<file path="src/rtl/cpu_pkg.sv">
// Shared widths, opcode constants and FSM state type for the single-cycle CPU.
package cpu_pkg;

  localparam int unsigned PC_W    = 8;
  localparam int unsigned INSTR_W = 32;
  localparam int unsigned OP_W    = 6;

  localparam logic [OP_W-1:0] OP_HALT = 6'h3F;

  typedef enum logic [1:0] {
    BOOT = 2'd0,
    RUN  = 2'd1,
    HALT = 2'd2
  } fetch_state_t;

endpackage : cpu_pkg

</file>
<file path="src/rtl/fetch_stage_if.sv">
// Fetch-stage bus: instruction-memory port, redirect input and the valid/ready output register.
interface fetch_stage_if;
  import cpu_pkg::*;

  logic [PC_W-1:0]    imem_addr;
  logic [INSTR_W-1:0] imem_rdata;
  logic               redirect_valid;
  logic [PC_W-1:0]    redirect_target;
  logic               dec_ready;
  logic               if_valid;
  logic [INSTR_W-1:0] if_instr;
  logic [PC_W-1:0]    if_pc;
  logic [PC_W-1:0]    if_pcp1;
  logic               halted;

  // Fetch stage side
  modport master (
    output imem_addr, if_valid, if_instr, if_pc, if_pcp1, halted,
    input  imem_rdata, redirect_valid, redirect_target, dec_ready
  );

  // Memory / downstream side
  modport slave (
    input  imem_addr, if_valid, if_instr, if_pc, if_pcp1, halted,
    output imem_rdata, redirect_valid, redirect_target, dec_ready
  );

endinterface : fetch_stage_if

</file>
<file path="src/rtl/pc_reg.sv">
// Program counter: redirect mux over a +1 incrementer, with load enable.
module pc_reg
  import cpu_pkg::*;
#(
  parameter logic [PC_W-1:0] RESET_PC = PC_W'(0)
) (
  input  logic            clk,
  input  logic            rst_n,
  input  logic            redirect_en,
  input  logic [PC_W-1:0] redirect_target,
  input  logic            inc_en,
  output logic [PC_W-1:0] pc,
  output logic [PC_W-1:0] pc_next
);

  // Wraps modulo 2^PC_W
  assign pc_next = pc + PC_W'(1);

  always_ff @(posedge clk or negedge rst_n) begin
    if (!rst_n) begin
      pc <= RESET_PC;
    end else if (redirect_en) begin
      pc <= redirect_target;
    end else if (inc_en) begin
      pc <= pc_next;
    end
  end

endmodule : pc_reg

</file>
<file path="src/rtl/fetch_stage.sv">
// Instruction fetch: BOOT/RUN/HALT control, PC register and registered fetch output.
module fetch_stage
  import cpu_pkg::*;
#(
  parameter logic [PC_W-1:0] RESET_PC = PC_W'(0)
) (
  input  logic          clk,
  input  logic          rst_n,
  fetch_stage_if.master bus
);

  fetch_state_t state_q;
  fetch_state_t state_d;

  logic [PC_W-1:0]    pc;
  logic [PC_W-1:0]    pc_next;
  logic               redirect_take;
  logic               load;
  logic               drain;
  logic               halt_set;
  logic               loadable;
  logic               is_halt_op;

  logic               valid_q;
  logic [INSTR_W-1:0] instr_q;
  logic [PC_W-1:0]    ipc_q;
  logic [PC_W-1:0]    pcp1_q;
  logic               halted_q;

  assign loadable   = !valid_q || bus.dec_ready;
  assign is_halt_op = (bus.imem_rdata[INSTR_W-1 -: OP_W] == OP_HALT);

  pc_reg #(
    .RESET_PC (RESET_PC)
  ) u_pc_reg (
    .clk             (clk),
    .rst_n           (rst_n),
    .redirect_en     (redirect_take),
    .redirect_target (bus.redirect_target),
    .inc_en          (load),
    .pc              (pc),
    .pc_next         (pc_next)
  );

  always_ff @(posedge clk or negedge rst_n) begin
    if (!rst_n) begin
      state_q <= BOOT;
    end else begin
      state_q <= state_d;
    end
  end

  // Redirect beats fetch; HALT ignores redirects and only drains the pending word
  always_comb begin
    state_d       = state_q;
    redirect_take = 1'b0;
    load          = 1'b0;
    drain         = 1'b0;
    halt_set      = 1'b0;
    case (state_q)
      BOOT: begin
        state_d       = RUN;
        redirect_take = bus.redirect_valid;
      end
      RUN: begin
        if (bus.redirect_valid) begin
          redirect_take = 1'b1;
        end else if (loadable) begin
          load = 1'b1;
          if (is_halt_op) begin
            halt_set = 1'b1;
            state_d  = HALT;
          end
        end
      end
      HALT: begin
        drain = valid_q && bus.dec_ready;
      end
      default: begin
        state_d = BOOT;
      end
    endcase
  end

  always_ff @(posedge clk or negedge rst_n) begin
    if (!rst_n) begin
      valid_q  <= 1'b0;
      instr_q  <= '0;
      ipc_q    <= '0;
      pcp1_q   <= '0;
      halted_q <= 1'b0;
    end else begin
      if (redirect_take || drain) begin
        valid_q <= 1'b0;
      end else if (load) begin
        valid_q <= 1'b1;
        instr_q <= bus.imem_rdata;
        ipc_q   <= pc;
        pcp1_q  <= pc_next;
      end
      if (halt_set) begin
        halted_q <= 1'b1;
      end
    end
  end

  assign bus.imem_addr = pc;
  assign bus.if_valid  = valid_q;
  assign bus.if_instr  = instr_q;
  assign bus.if_pc     = ipc_q;
  assign bus.if_pcp1   = pcp1_q;
  assign bus.halted    = halted_q;

endmodule : fetch_stage

</file>
<file path="src/flat_wrapper.sv">
// flat-port wrapper written by rule: the top's interface ports become plain ports
module fetch_stage_flat import cpu_pkg::*;
#(
  parameter logic [PC_W-1:0] RESET_PC = PC_W'(0)
)
  (clk, rst_n, bus_imem_addr, bus_if_valid, bus_if_instr, bus_if_pc, bus_if_pcp1, bus_halted, bus_imem_rdata, bus_redirect_valid, bus_redirect_target, bus_dec_ready);
  fetch_stage_if bus_i ();
  input  logic clk;
  input  logic rst_n;
  output wire logic [$bits(bus_i.imem_addr)-1:0] bus_imem_addr;
  output wire logic [$bits(bus_i.if_valid)-1:0] bus_if_valid;
  output wire logic [$bits(bus_i.if_instr)-1:0] bus_if_instr;
  output wire logic [$bits(bus_i.if_pc)-1:0] bus_if_pc;
  output wire logic [$bits(bus_i.if_pcp1)-1:0] bus_if_pcp1;
  output wire logic [$bits(bus_i.halted)-1:0] bus_halted;
  input wire logic [$bits(bus_i.imem_rdata)-1:0] bus_imem_rdata;
  input wire logic [$bits(bus_i.redirect_valid)-1:0] bus_redirect_valid;
  input wire logic [$bits(bus_i.redirect_target)-1:0] bus_redirect_target;
  input wire logic [$bits(bus_i.dec_ready)-1:0] bus_dec_ready;
  assign bus_imem_addr = bus_i.imem_addr;
  assign bus_if_valid = bus_i.if_valid;
  assign bus_if_instr = bus_i.if_instr;
  assign bus_if_pc = bus_i.if_pc;
  assign bus_if_pcp1 = bus_i.if_pcp1;
  assign bus_halted = bus_i.halted;
  assign bus_i.imem_rdata = bus_imem_rdata;
  assign bus_i.redirect_valid = bus_redirect_valid;
  assign bus_i.redirect_target = bus_redirect_target;
  assign bus_i.dec_ready = bus_dec_ready;
  fetch_stage #(.RESET_PC(RESET_PC)) u_core (.clk(clk), .rst_n(rst_n), .bus(bus_i));
endmodule
</file>
<file path="config.mk">
export PLATFORM = sky130hd
export DESIGN_NAME = fetch_stage_flat
export DESIGN_NICKNAME = d
export VERILOG_FILES = /design/src/rtl/cpu_pkg.sv /design/src/rtl/fetch_stage_if.sv /design/src/rtl/pc_reg.sv /design/src/rtl/fetch_stage.sv /design/src/flat_wrapper.sv
export SDC_FILE = /design/constraint.sdc
export NUM_CORES = 1
export LEC_CHECK = 0
export ABC_CLOCK_PERIOD_IN_PS = 3900
export BUFFER_PORTS_ARGS = -buffer_cell sky130_fd_sc_hd__buf_2
export CAP_MARGIN = 20
export CELL_PAD_IN_SITES_DETAIL_PLACEMENT = 1
export CELL_PAD_IN_SITES_GLOBAL_PLACEMENT = 2
export CORE_MARGIN = 3
export CORE_UTILIZATION = 32
export CTS_BUF_LIST = sky130_fd_sc_hd__clkbuf_8
export DETAILED_ROUTE_END_ITERATION = 16
export GPL_TIMING_DRIVEN = 0
export PLACE_DENSITY_LB_ADDON = 0.1
export SKIP_CTS_REPAIR_TIMING = 1
export SYNTH_ARGS = -nofsm -noshare
export SYNTH_HDL_FRONTEND = slang
export SYNTH_SLANG_ARGS = --single-unit
</file>
<file path="constraint.sdc">
create_clock -name clk -period 3.9 [get_ports clk]
set_clock_uncertainty 0.1 [all_clocks]
set_input_delay 0.78 -clock clk [delete_from_list [all_inputs] [get_ports clk]]
set_output_delay 0.78 -clock clk [all_outputs]
set_load 0.01 [all_outputs]
</file>
* After elaboration in Yosys (flattened, before gate mapping)
Cells that the tools add are included.
** Word-level totals
- Register bits after elaboration :: 60
- Output and inout bits :: 58
** Cells by class
- $add $sub $neg :: 1
- Equal/unequal tests :: 6
- Muxes and demuxes :: 18
- Bitwise gates (word level) :: 2
- Reductions and logical operators :: 9
** Operator list (number)
- 8-bit 2-to-1 mux :: 2
- 1-bit 2-to-1 mux :: 11
- 8-bit by 1-bit adder with 8-bit output (second input constant) :: 1
- 6-bit == test (second input constant) :: 1
- 2-bit 2-to-1 mux :: 3
- 2-bit one-hot mux with 3 select lines :: 1
- 2-bit by 1-bit != test with 1-bit output (second input constant) :: 2
- 4-bit AND reduction :: 1
- 2-bit nonzero test :: 2
- 2-bit by 1-bit == test with 1-bit output (second input constant) :: 1
- 2-bit == test (second input constant) :: 1
- 2-bit zero test :: 1
- 1-bit logical OR :: 2
- 2-bit != test (second input constant) :: 1
- 1-bit NOT :: 2
- 1-bit one-hot mux with 2 select lines :: 1
- 2-bit AND reduction :: 1
- 1-bit logical AND :: 1
- 1-bit zero test :: 1

* Depth between registers and ports, before layout
Gate-level depths: netlist (run 1).
- Depth after elaboration :: 7
- Gate-level depth with buffers :: 7

* Hierarchy
Synthesis (run 1) repeated with hierarchy kept, for this count alone.
** Unflattened totals
- Cell total of the unflattened synthesis :: 185
- Area, all modules :: 2722.6 um^2
** Modules (own cells, without submodules)
- fetch_stage :: instances 1, cells each 121, area each 2185.8 um^2
- pc_reg :: instances 1, cells each 64, area each 536.8 um^2

* Worst setup path after synthesis (run 1)
No wires, ideal clock.
- Path kind :: input to register
- Start point :: input bus_dec_ready
- End point :: register u_core.u_pc_reg.pc[4]
- Arrival :: 1.780 ns
- Data required time :: 3.674 ns
- Slack :: 1.894 ns
- Cell stages on the path :: 4
- Path through :: and2b_1 -> nor3b_1 -> mux2_2 -> a221o_1
** Between the ends
- Cells in the longest elaborated chain, start to end :: 5
** Ends and longest elaborated chain
- from (decl) :: RTL line flat_wrapper.sv:19 : input wire logic [$bits(bus_i.dec_ready)-1:0] bus_dec_ready;
- 1-bit logical OR :: RTL line fetch_stage.sv:30 : assign loadable = !valid_q || bus.dec_ready;
- 1-bit 2-to-1 mux :: RTL line fetch_stage.sv:68 : end else if (loadable) begin
- 1-bit 2-to-1 mux :: RTL line fetch_stage.sv:66 : if (bus.redirect_valid) begin
- 1-bit 2-to-1 mux :: RTL line fetch_stage.sv:60 : case (state_q)
- 2-bit nonzero test (no line)
- to (signal assigned) :: RTL line pc_reg.sv:23 : pc <= redirect_target;
- to (signal assigned) :: RTL line pc_reg.sv:25 : pc <= pc_next;
- to (decl) :: RTL line pc_reg.sv:12 : output logic [PC_W-1:0] pc,
Every way passes these cells.
A chain may end at the register's enable or synchronous reset.

* Worst setup path in the final report (run 1)
- Start point :: register u_core.u_pc_reg.pc[0]
- End point :: register u_core.u_pc_reg.pc[4]
** Between the ends
- Cells in the longest elaborated chain, start to end :: 3
** Ends and longest elaborated chain
- 8-bit by 1-bit adder with 8-bit output :: RTL line pc_reg.sv:17 : assign pc_next = pc + PC_W'(1);
- 8-bit 2-to-1 mux :: RTL line pc_reg.sv:24 : end else if (inc_en) begin
- 8-bit 2-to-1 mux :: RTL line pc_reg.sv:22 : end else if (redirect_en) begin
Every way passes these cells. The select of a mux whose other input is x is not followed.

==> results of run 1 <==
[final timing paths]
| path | startpoint | endpoint | slack, ns |
|---|---|---|---|
| max in group asynchronous | rst_n | u_core.bus.if_valid$_DFFE_PN0P_ | 2.77 |
| max reg2reg | u_core.u_pc_reg.pc[0]$_DFFE_PN0P_ | u_core.u_pc_reg.pc[4]$_DFFE_PN0P_ | 1.76 |
| min in group asynchronous | rst_n | u_core.bus.if_instr[0]$_DFFE_PN0P_ | 0.43 |
| max | u_core.u_pc_reg.pc[0]$_DFFE_PN0P_ | u_core.u_pc_reg.pc[4]$_DFFE_PN0P_ | 1.76 |
| min | u_core.bus.halted$_DFFE_PN0P_ | u_core.bus.halted$_DFFE_PN0P_ | 0.36 |
| min reg2reg | u_core.bus.halted$_DFFE_PN0P_ | u_core.bus.halted$_DFFE_PN0P_ | 0.36 |
[worst max-delay path, delay by kind of cell (launching register included)]
| kind | cells | cell delay (ns) |
|---|---|---|
| and+or+nand+nor | 2 | 0.51 |
| DFF | 1 | 0.49 |
| muxes | 1 | 0.36 |
| adders and majority gates | 1 | 0.31 |
| AOI/OAI and AO/OA | 1 | 0.26 |
[layout make-up]
class | count | area share, %
clock inverter | 6 | 0.932
timing repair buffer | 100 | 15.0
clock buffer | 10 | 4.10
sequential | 60 | 44.7
inverter | 2 | 0.224
tap | 99 | 3.69
buffer | 14 | 1.98
multi-input combinational | 176 | 29.3
[layer usage]
metal	up-vias	share of wire [%]
met5	-	0
met4	0	1.5
met1	1047	44
met3	12	5.7
met2	63	49
li1	1063	-
[power by group]
group	internal, W	total, W	switching, W
logic	0.000152	0.000337	0.000184
registers	0.000712	0.000769	0.0000565
clock network	0.000241	0.000484	0.000243
total	0.00111	0.00159	0.000484
[cells by family (layout without fill, tap and decap cells)]
group / after synthesis / in the layout
buffers and inverters: 16 / 132
XOR/XNOR: 6 / 6
AO/OA/AOI/OAI: 30 / 30
adder cells (fa/ha/maj): 1 / 1
multiplexers: 16 / 16
flip-flops: 60 / 60
AND/OR/NAND/NOR: 123 / 123
[stage by stage]
step                      utilization (%)  total power (W)
after floorplan                         -         0.000953
after CTS                            44.8          0.00162
after global routing                 44.8          0.00169
after global placement               42.5          0.00112
after detailed placement             42.6          0.00113
final                                44.8          0.00159
[layout by cell type, fill, tap and decap left out, types with 2 or more instances in the layout]
cell,n
a21oi_1,4
a22oi_1,4
buf_2,110
clkbuf_1,2
clkbuf_8,10
clkinv_2,4
dfrtp_1,60
inv_1,3
mux2_2,16
nand2_1,91
nand2b_1,3
nand3_1,4
nand4_1,2
nor2_1,8
nor2b_1,4
nor3_1,3
o21ai_0,8
o2bb2ai_1,2
xnor2_1,3
xor2_1,3
==> metrics.txt, run 1 <==
status completed; Post-Layout Inst Area 3360 um2; detailed-route vias per instance 4.68; M2 GR Usage 27.9%; Clk pin slew, worst setup/hold paths 0.07 ns; I/O pin cnt 102; ANT nets after route 0; number of global-route vias before repair 2369; main flop type after synthesis dfrtp_1; Wirelength per Cell 14.9 um; cell area after synthesis 2560 um2; share of the synthesized area in the top cell type 58.7%; Area growth syn-to-layout 31.1%; largest net degree at the start of global routing 61; Syn. warnings 0; critical path arrival 2.26 ns; Fillers 921; max incr delay on CP 0.49 ns; number of setup violations in the final report 0; grt peak-use layer met2; Core Box Area 7490 um2; Rows 31; critical path class flip-flop to flip-flop; initial antenna violation count 0; register area share after synthesis 58.7%; DRT iter0 DRCs 54; Tightest Pin Transition 0.773 ns; TritonCTS clock tree done; slowest CP cell dfrtp_1; largest area contributor in the netlist dfrtp_1; total area of sequential cells 1500 um2; Synth Area in Simple Gates 20.9%; placed cell count 451; Max Fclk 467 MHz; All-Layer GR Usage 16.4%; CTS Buf Count 9; Final Hold Fails 0; Multi-input gate area 985 um2; EDFF count, synth 0; detailed-route via count 2185; HP Class flip-flop to flip-flop; Root Buffer clkbuf_8; most frequent cell after synthesis nand2_1; Detail Placement HPWL 5070 um; gr ovfl total 0; Yosys reg bits 60; DIE WIDTH 95.4 um; Port-buffer cells 100; Synth Area in Compound Gates 8.02%; global-route wire length before repair 11400 um; Tcrit/Tclk final 54.9%; CP Launch Type flip-flop; Detailed Route WL 6940 um; Mapped Cells 252; Die H 95.4 um; PwrDens 474 nW/um2; max FFs per register 32; final net count 408; Clock Path Buffers 2; Remaining DRCs 0; setup ws final 1.76 ns; dpl ws 1.64 ns; number of iterations in the first detailed-routing pass 4; final hold slack 0.356 ns; largest family of logic cells by synthesized area simple AND/OR/NAND/NOR gates; layout cells sized above 1 39.9%; post-route minimum period 2.14 ns; mux cell area share after synthesis 7.04%; Worst-Skew Late Latency 0.33 ns; peak supply drop 0.000241 V; Antenna Cells 0; worst-path cell chain ha_1 > nand3_1 > nor3b_1 > mux2_2 > a221o_1; CP Capture Type flip-flop; syn nets 297; GRT met1 Usage 19.8%; WHS Path Cells 1; Commonest cells post-synth nand2_1, dfrtp_1, mux2_2; Max FO, Critical Path 8; RSZ-0062 raised after global routing no; max-slew violations 0; Synth Area in Adders 0.489%; Post-synth ARST share 100%; Distinct cells, synth 40; WP data required 4.02 ns; leakage power 1.74 nW; gp weighted congestion 0.721; xor/xnor cell area share of the yosys netlist 2.05%; total number of H-tree levels 3; worst-case reg-to-reg path depth 5; placed cell areas 3190 um2; DIE AREA 9110 um2; grt met3 use 4.26%; clk sink count 60; dominant cells by area after synthesis dfrtp_1, nand2_1, mux2_2; Total Neg Setup Slack 0 ns; Mapped Avg Cell Area 10.2 um2; Rel. slew slack 48.5%; non-filler cells, final 467; Max-Cap Viols 0; Initial Util 34.2%
No activity file was read; power rests on OpenSTA's default activity.
==> inputs of run 2 (changes only) <==
--- a/config.mk
+++ b/config.mk
@@ -5,13 +5,13 @@
 export SDC_FILE = /design/constraint.sdc
 export NUM_CORES = 1
 export LEC_CHECK = 0
-export ABC_CLOCK_PERIOD_IN_PS = 3900
+export ABC_CLOCK_PERIOD_IN_PS = 2100
 export BUFFER_PORTS_ARGS = -buffer_cell sky130_fd_sc_hd__buf_2
 export CAP_MARGIN = 20
 export CELL_PAD_IN_SITES_DETAIL_PLACEMENT = 1
 export CELL_PAD_IN_SITES_GLOBAL_PLACEMENT = 2
 export CORE_MARGIN = 3
-export CORE_UTILIZATION = 32
+export CORE_UTILIZATION = 29
 export CTS_BUF_LIST = sky130_fd_sc_hd__clkbuf_8
 export DETAILED_ROUTE_END_ITERATION = 16
 export GPL_TIMING_DRIVEN = 0
==> constraint.sdc (replaced) <==
create_clock -name clk -period 2.1 [get_ports clk]
set_clock_uncertainty 0.1 [all_clocks]
set_input_delay 0.42 -clock clk [delete_from_list [all_inputs] [get_ports clk]]
set_output_delay 0.42 -clock clk [all_outputs]
set_load 0.01 [all_outputs]
==> metrics.txt, run 2 (synthesized netlist as in run 1, its figures left out) <==
WP data required 2.22 ns (-1.80 ns); final net count 408 (unchanged); largest net degree at the start of global routing 61 (unchanged); Total Neg Setup Slack 0 ns (unchanged); Remaining DRCs 0 (unchanged); Rel. slew slack 47.9% (-0.59 points); switching power 0.000935 W (+93%); Clock Path Buffers 2 (unchanged); max FFs per register 32 (unchanged); final hold slack 0.0620 ns (-0.294 ns); CTS Buf Count 9 (unchanged); Clock Power Share 34.9% (+4.5 points); CP Capture Type flip-flop; Detailed Route WL 7010 um (+0.98%); number of iterations in the first detailed-routing pass 4 (unchanged); Rows 33 (+6.5%); Max FO, Critical Path 8 (unchanged); total number of H-tree levels 3 (unchanged); Internal Power 0.00222 W (+100%); Sw Ratio 29.6% (-0.84 points); DIE AREA 9990 um2 (+9.7%); Root Buffer clkbuf_8; setup ws final 0.112 ns (-1.65 ns); Core Box Area 8380 um2 (+12%); number of setup violations in the final report 0 (unchanged); post-route minimum period 1.99 ns (-0.153 ns); leakage power 1.75 nW (+0.29%); DIE WIDTH 100 um (+4.7%); global-route wire length before repair 11700 um (+2.9%); CP Launch Type flip-flop; Fillers 1016 (+10%); non-filler cells, final 473 (+1.3%); clk sink count 60 (unchanged); Critical path origin u_core.u_pc_reg.pc[0]$_DFFE_PN0P_; commonest cells after routing, fill and taps aside buf_2, nand2_1, dfrtp_1; Wirelength per Cell 14.8 um (-0.30%); dpl ws -0.0467 ns (-1.69 ns); All-Layer GR Usage 15.1% (-1.3 points); TritonCTS clock tree done; Port-buffer cells 100 (unchanged); Max Fclk 503 MHz (+7.7%); Detail Placement HPWL 5040 um (-0.70%); PwrDens 926 nW/um2 (+95%); Die H 100 um (+4.7%); Tightest Pin Transition 0.781 ns (+0.00880 ns); Pwr Total 0.00316 W (+99%); status completed; Antenna Cells 0 (unchanged); placed cell count 457 (+1.3%); commonest non-fill, non-tap cell in the layout buf_2; HP Class primary input to async pin; Tcrit/Tclk final 94.7% (+40 points); gp weighted congestion 0.758 (+5.1%); initial antenna violation count 0 (unchanged); Initial Util 30.5% (-3.7 points); detailed-route vias per instance 4.61 (-1.4%); ANT nets after route 0 (unchanged); Clk pin slew, worst setup/hold paths 0.07 ns (about the same); worst reg2reg setup slack 0.11 ns (-1.65 ns); layout cells sized above 1 41.0% (+1.1 points); Area growth syn-to-layout 33.2%; reg2reg start u_core.u_pc_reg.pc[0]$_DFFE_PN0P_; gr ovfl total 0 (unchanged); critical path class flip-flop to flip-flop; RSZ-0062 raised after global routing no; DRT iter0 DRCs 52 (-3.7%); critical path arrival 2.10 ns (-0.16 ns); Comb power frac 19.8% (-1.4 points); I/O pin cnt 102 (unchanged); Final Hold Fails 0 (unchanged); peak supply drop 0.000352 V (+46%); max-slew violations 0 (unchanged); Max-Cap Viols 0 (unchanged); register share of total power 45.3% (-3.1 points); detailed-route via count 2182 (-0.14%); number of global-route vias before repair 2222 (-6.2%); Worst-Skew Late Latency 0.33 ns (about the same)
-- run 2: cell types whose count changed in the layout (fill, tap and decap cells not counted), sizes merged --
cell and change:
clkinvlp +1, bufinv +1, clkbuf +1, clkinv -3
-- run 2: worst paths after layout --
check / endpoint / cells after the start
max: u_core.u_pc_reg.pc[4]$_DFFE_PN0P_ / 5
min: u_core.bus.if_instr[0]$_DFFE_PN0P_ / 1
max reg2reg: u_core.u_pc_reg.pc[4]$_DFFE_PN0P_ / 5
min reg2reg: u_core.bus.halted$_DFFE_PN0P_ / 1
max in group asynchronous: u_core.u_pc_reg.pc[1]$_DFFE_PN0P_ / 1
min in group clk: u_core.bus.if_instr[11]$_DFFE_PN0P_ / 3
-- run 2: per-stage QoR --
step	area (um2)	utilization (%)
after floorplan	2560	-
after global placement	3190	38.1
after detailed placement	3190	38.1
after CTS	3400	40.6
after global routing	3410	40.7
final	3410	40.7
-- run 2: metal layers --
layer  vias to the layer above  part of all wire, %  GRT usage (%)
li1                       1065                    -              -
met1                      1040                   46           20.7
met2                        70                   46           22.9
met3                         7                  7.2           4.66
met4                         0                  1.1           4.41
met5                         -                    0              0
-- run 2: layout make-up --
cell class                      count  area, um2  area share, %
Multi-Input combinational cell    176        987           29.0
Sequential cell                    60       1500           44.1
Inverter                            2       7.51          0.220
Clock inverter                      5       58.8           1.72
Buffer                             14       66.3           1.94
Clock buffer                       11        151           4.44
Timing Repair Buffer              100        503           14.8
Tap cell                          105        131           3.85
-- run 2: critical path, cell delays in order (launching register included) --
cell	delay, ns
dfrtp_2	0.44
ha_2	0.25
nand3_1	0.20
nor3b_1	0.26
mux2_2	0.36
a221o_1	0.26
-- run 2: power by group through the flow --
stage | Clock, W | Combinational [W] | Sequential [W]
2_1_floorplan | 0 | 0.000245 | 0.00152
3_3_place_gp | 0 | 0.000636 | 0.00145
3_5_place_dp | 0 | 0.000643 | 0.00145
4_1_cts | 0.00114 | 0.000645 | 0.00143
5_1_grt | 0.00121 | 0.000710 | 0.00146
6_report | 0.00110 | 0.000625 | 0.00143
